==> src/rtl/mem_stage_sl.sv <==
// mem_stage_sl: LA32R MEM pipeline stage.
// Waits for split-transaction data responses, buffers a response that arrives
// while WB is stalled, drops responses owed to flushed requests, aligns and
// extends sub-word loads, and drives MEM-to-ID forwarding/blocking.
module mem_stage_sl #(
   parameter int unsigned PC_W     = 32,
   parameter int unsigned CANCEL_W = 2,
   parameter int          FWD_EN   = 1
) (
   input  logic            clk,
   input  logic            resetn,
   // EX -> MEM
   input  logic            es_to_ms_valid,
   output logic            ms_allowin,
   input  logic [PC_W-1:0] es_pc,
   input  logic            es_gr_we,
   input  logic [4:0]      es_dest,
   input  logic [31:0]     es_alu_result,
   input  logic            es_res_from_mem,
   input  logic [1:0]      es_mem_size,
   input  logic            es_mem_unsigned,
   input  logic            es_req_issued,
   input  logic            es_ex,
   // data port response
   input  logic            data_sram_data_ok,
   input  logic [31:0]     data_sram_rdata,
   // flush from WB
   input  logic            ms_flush,
   // MEM -> WB
   output logic            ms_to_ws_valid,
   input  logic            ws_allowin,
   output logic [PC_W-1:0] ms_pc,
   output logic            ms_gr_we,
   output logic [4:0]      ms_dest,
   output logic            ms_ex,
   output logic [31:0]     ms_final_result,
   // forwarding to ID
   output logic            ms_fwd_valid,
   output logic [4:0]      ms_fwd_dest,
   output logic [31:0]     ms_fwd_data,
   output logic            ms_fwd_block
);

   logic                ms_valid;
   logic [31:0]         ms_alu_result;
   logic                ms_res_from_mem;
   logic [1:0]          ms_mem_size;
   logic                ms_mem_unsigned;
   logic                ms_req_issued;

   logic                buf_valid;
   logic [31:0]         buf_data;
   logic [CANCEL_W-1:0] discard_cnt;

   logic                ms_wait;
   logic                cnt_zero;
   logic                resp_discard;
   logic                resp_ms;
   logic                ms_ready_go;
   logic                ms_leave;
   logic                inc_wait;
   logic                inc_ex;
   logic [CANCEL_W-1:0] discard_cnt_next;

   logic [31:0]         load_word;
   logic [7:0]          load_byte;
   logic [15:0]         load_half;
   logic [31:0]         load_result;

   // Response ownership and handshake
   always_comb begin
      ms_wait      = ms_valid && ms_req_issued && !ms_ex && !buf_valid;
      cnt_zero     = (discard_cnt == '0);
      resp_discard = data_sram_data_ok && !cnt_zero;
      resp_ms      = data_sram_data_ok && cnt_zero && ms_wait;
      ms_ready_go  = !ms_wait || resp_ms;
      ms_allowin   = !ms_valid || (ms_ready_go && ws_allowin);
      ms_to_ws_valid = ms_valid && ms_ready_go && !ms_flush;
      ms_leave     = ms_valid && ms_ready_go && ws_allowin;
   end

   // Discard counter: one increment for each outstanding request killed by the flush
   always_comb begin
      inc_wait = ms_flush && ms_wait && !resp_ms;
      inc_ex   = ms_flush && es_to_ms_valid && es_req_issued && !es_ex;
      discard_cnt_next = discard_cnt + CANCEL_W'(inc_wait) + CANCEL_W'(inc_ex)
                         - CANCEL_W'(resp_discard);
   end

   // Stage valid and captured instruction fields; flush wins over capture
   always_ff @(posedge clk or negedge resetn) begin
      if (!resetn) begin
         ms_valid        <= 1'b0;
         ms_pc           <= '0;
         ms_gr_we        <= 1'b0;
         ms_dest         <= '0;
         ms_alu_result   <= '0;
         ms_res_from_mem <= 1'b0;
         ms_mem_size     <= '0;
         ms_mem_unsigned <= 1'b0;
         ms_req_issued   <= 1'b0;
         ms_ex           <= 1'b0;
      end else if (ms_flush) begin
         ms_valid <= 1'b0;
      end else if (ms_allowin) begin
         ms_valid <= es_to_ms_valid;
         if (es_to_ms_valid) begin
            ms_pc           <= es_pc;
            ms_gr_we        <= es_gr_we;
            ms_dest         <= es_dest;
            ms_alu_result   <= es_alu_result;
            ms_res_from_mem <= es_res_from_mem;
            ms_mem_size     <= es_mem_size;
            ms_mem_unsigned <= es_mem_unsigned;
            ms_req_issued   <= es_req_issued;
            ms_ex           <= es_ex;
         end
      end
   end

   // Response buffer for a MEM-owned response that WB cannot take yet
   always_ff @(posedge clk or negedge resetn) begin
      if (!resetn) begin
         buf_valid <= 1'b0;
         buf_data  <= '0;
      end else if (ms_flush || ms_leave) begin
         buf_valid <= 1'b0;
      end else if (resp_ms && !ws_allowin) begin
         buf_valid <= 1'b1;
         buf_data  <= data_sram_rdata;
      end
   end

   // Outstanding-response discard counter
   always_ff @(posedge clk or negedge resetn) begin
      if (!resetn) begin
         discard_cnt <= '0;
      end else begin
         discard_cnt <= discard_cnt_next;
      end
   end

   // Load alignment and extension
   always_comb begin
      load_word = buf_valid ? buf_data : data_sram_rdata;
      case (ms_alu_result[1:0])
         2'b00:   load_byte = load_word[7:0];
         2'b01:   load_byte = load_word[15:8];
         2'b10:   load_byte = load_word[23:16];
         default: load_byte = load_word[31:24];
      endcase
      load_half = ms_alu_result[1] ? load_word[31:16] : load_word[15:0];
      case (ms_mem_size)
         2'b00:   load_result = {{24{!ms_mem_unsigned && load_byte[7]}}, load_byte};
         2'b01:   load_result = {{16{!ms_mem_unsigned && load_half[15]}}, load_half};
         default: load_result = load_word;
      endcase
      ms_final_result = ms_res_from_mem ? load_result : ms_alu_result;
   end

   // Forwarding and load-use blocking toward ID
   generate
      if (FWD_EN != 0) begin : g_fwd
         always_comb begin
            ms_fwd_valid = ms_valid && ms_gr_we;
            ms_fwd_dest  = ms_dest;
            ms_fwd_data  = ms_final_result;
            ms_fwd_block = ms_fwd_valid && ms_res_from_mem && !ms_ready_go;
         end
      end else begin : g_no_fwd
         always_comb begin
            ms_fwd_valid = 1'b0;
            ms_fwd_dest  = '0;
            ms_fwd_data  = '0;
            ms_fwd_block = 1'b0;
         end
      end
   endgenerate

endmodule
==> config.mk <==
export PLATFORM = sky130hd
export DESIGN_NAME = mem_stage_sl
export DESIGN_NICKNAME = d
export VERILOG_FILES = /design/src/rtl/mem_stage_sl.sv
export SDC_FILE = /design/constraint.sdc
export NUM_CORES = 1
export LEC_CHECK = 0
export BUFFER_PORTS_ARGS = -buffer_cell sky130_fd_sc_hd__buf_2
export CAP_MARGIN = 20
export CORE_MARGIN = 4
export CORE_UTILIZATION = 40
export DETAILED_ROUTE_END_ITERATION = 7
export PLACE_DENSITY = 0.73
export REMOVE_ABC_BUFFERS = 1
export SLEW_MARGIN = 15
export SYNTH_ARGS = -nofsm -noshare
export SYNTH_HDL_FRONTEND = slang
export SYNTH_SLANG_ARGS = --single-unit
==> constraint.sdc <==
create_clock -name clk -period 3.15 [get_ports clk]
set_input_delay 0.63 -clock clk [delete_from_list [all_inputs] [get_ports clk]]
set_output_delay 0.63 -clock clk [all_outputs]
set_load 0.005 [all_outputs]
==> reports/metrics.cfg <==
[worst_setup_path]
crit_path_end_kind=primary output
r2r_slack_ns=0.85
worst-path-max-fanout=36
r2r_end=discard_cnt[1]
crit_arrival_ns=2.34
critPathRequiredTime_ns=2.52
r2r_start=buf_valid
path_class=flip-flop to primary output
reg2reg_depth=8
cp-start-kind=flip-flop

[clocking]
cts_root_buf=clkbuf_16
cts_max_level=3
clk_pin_slew_worst_paths_ns=0.07
cts_tree=done
holdBufCountCts=0
numCtsBuffers=9
numClockSinks=112
clkLatencyLatePin_ns=0.35
clockBufferDepth=2

[synthesis]
seq_area_frac_synth=0.4480
synthDistinctLibCells=46
yosysWarnings=0
syn_inst=508
synth-main-ff-cell=dfrtp_1
synth_area_per_cell_um2=12.31
synth-edff-count=0
synth_area_mm2=0.006256
ys_ff_latch=112
async_reset_ff_frac=1.000

[sta]
setup_violations=0
fin_worst_skew_ns=0.004530
slew_headroom=0.5933
rsz0062_at_grt=no
fin_crit_ns=2.967
fin_ws_ns=0.1830
hold_violations=0
slew_viol_final=0
min_period_over_period=0.9419
worst_pin_slew_ns=0.6101
fmax_mhz=337.0
finalSetupTns_ns=0

[pwr]
pwr_density_cell_mw_per_mm2=583.7
p_sw_w=0.001420
power.leakage_nw=3.708
internal-power_w=0.003069
pwr-share-clk=0.245
p_comb_frac=0.337
ir_drop_v=0.0002445
swShare=0.3164
pwr-share-seq=0.418

[global_route]
antenna_found_initial=2
grt_start_max_net_pins=56
overflow=0
grt_pass1_vias=4715
grt.total_usage=0.1827
grt_pass1_wl_mm=25.50

[floorplan]
die_h_um=133.1
num_io_pins=226
die_area_mm2=0.01771
initial_core_util=0.4100
core_area_mm2=0.01526
rows=45
dieWidth_um=133.1

[outcome]
status=finished, final reports clean

[finish]
layout.nets=809
final_util=0.5040
final_common_cell=buf_2
areaGrowthSynthToFinish_pct=22.92
fill_cells=1387
drive_gt1_frac=0.5974
layout_common_cells=buf_2 (224), dfrtp_1 (110), mux2_2 (97), mux2_4 (40), a21oi_1 (25)

[place]
dp_hpwl_mm=12.04
dp_slack_ns=0.3457
gp_congestion=0.8293
io_buffers=225

[min_path]
hp-class=input pin to async pin

[routing]
route.detailed.drc=0
met1_length_mm=7.177
drt_wl_total_mm=16.30
vias_per_cell=5.041
first_pass_iters=4
route.antenna.remaining_nets=0
wl_per_cell_um=17.91
vias=4587
drt-initial-drc-count=266
met3_length_um=932
routed.top_layer=met5
route.met2.wl_mm=8.002

[run]
drv_cap=0

worst max-delay path: stages, from the launching register on:
cell and delay [ns]:
dfrtp_2 0.55, buf_12 0.29, mux4_2 0.59, a22oi_1 0.18
o21ai_0 0.17, buf_2 0.20
final cells by class:
type	instances	area, um2	area share
Inverter	3	11.26	0.001464
Clock inverter	6	45.04	0.005857
Timing Repair Buffer	246	1336	0.1738
Sequential cell	112	2805	0.3648
Multi-Input combinational cell	321	2987	0.3884
Tap cell	211	264.0	0.03433
Clock buffer	10	239.0	0.03108
Antenna cell	1	2.502	0.0003254
worst max-delay path by stage:
| stage | start | to | slack [ns] | depth (start not counted) |
|---|---|---|---|---|
| after floorplan | buf_valid | ms_alu_result[10] | -1.70 | 3 |
| after global placement | data_sram_rdata[15] | ms_final_result[15] | 0.37 | 6 |
| after detailed placement | data_sram_rdata[15] | ms_final_result[15] | 0.35 | 6 |
| after CTS | buf_valid | ms_fwd_data[15] | 0.04 | 5 |
| after global routing | ms_alu_result[1] | ms_fwd_data[3] | 0.04 | 6 |
| final | buf_valid | ms_final_result[3] | 0.18 | 5 |
logic make-up (layout without fill, tap and decap cells):
| family | count (synthesis) | in the layout | synth area share |
|---|---|---|---|
| flops | 112 | 112 | 0.4480 |
| xor+xnor | 2 | 2 | 0.002801 |
| compound gates | 106 | 106 | 0.1084 |
| mux | 148 | 148 | 0.3042 |
| other cells | 0 | 1 | 0 |
| fa+ha+maj | 2 | 2 | 0.005200 |
| buf+inv | 75 | 265 | 0.07720 |
| simple gates | 63 | 63 | 0.05420 |
Yosys cell counts (10+ instances only):
library cell,n,area share
o21ai_0,15,0.012
dfrtp_1,112,0.45
clkbuf_1,15,0.0090
o22ai_1,11,0.011
nor2_1,19,0.011
a31oi_1,15,0.015
mux2_4,40,0.096
buf_4,40,0.048
mux2_2,97,0.17
a21boi_0,13,0.016
buf_2,11,0.0088
nand2_1,10,0.0060
a21oi_1,25,0.020
nor2b_1,10,0.010
routing by layer:
layer	up-vias	track usage
li1	2186	-
met1	2230	0.2456
met2	154	0.3025
met3	15	0.03764
met4	2	0.04619
met5	-	0
power by group through the flow:
| stage | sequential [W] | combinational [W] | clock (W) |
|---|---|---|---|
| 2_1_floorplan | 0.00191 | 0.000790 | 0 |
| 3_3_place_gp | 0.00189 | 0.00150 | 0 |
| 3_5_place_dp | 0.00190 | 0.00153 | 0 |
| 4_1_cts | 0.00188 | 0.00153 | 0.00114 |
| 5_1_grt | 0.00191 | 0.00166 | 0.00119 |
| 6_report | 0.00188 | 0.00151 | 0.00110 |
registers in the layout, summed over array words and instances, names as in the netlist:
signal,count
discard_cnt,2
ms_res_from_mem,1
ms_pc,32
ms_ex,1
ms_mem_size,2
ms_dest,5
buf_valid,1
ms_mem_unsigned,1
buf_data,32
ms_req_issued,1
ms_valid,1
ms_gr_we,1
ms_alu_result,32
per-stage QoR:
| step | cell area [um2] | cells | total power [W] | hold WS [ns] |
|---|---|---|---|---|
| floorplan | 5784 | 436 | 0.002696 | 0.3344 |
| global route | 7690 | 910 | 0.004766 | 0.1467 |
| detailed placement | 7385 | 891 | 0.003429 | 0.4873 |
| finish | 7690 | 910 | 0.004489 | 0.1463 |
| CTS | 7669 | 907 | 0.004546 | 0.1354 |
| global placement | 7385 | 891 | 0.003396 | 0.4807 |
repair_timing:
action                                  CTS  global route
resized for setup                         0             1
setup buffers                             0             2
endpoints found under the setup margin    0            28
Note: power is estimated with default switching activity, not from simulation.
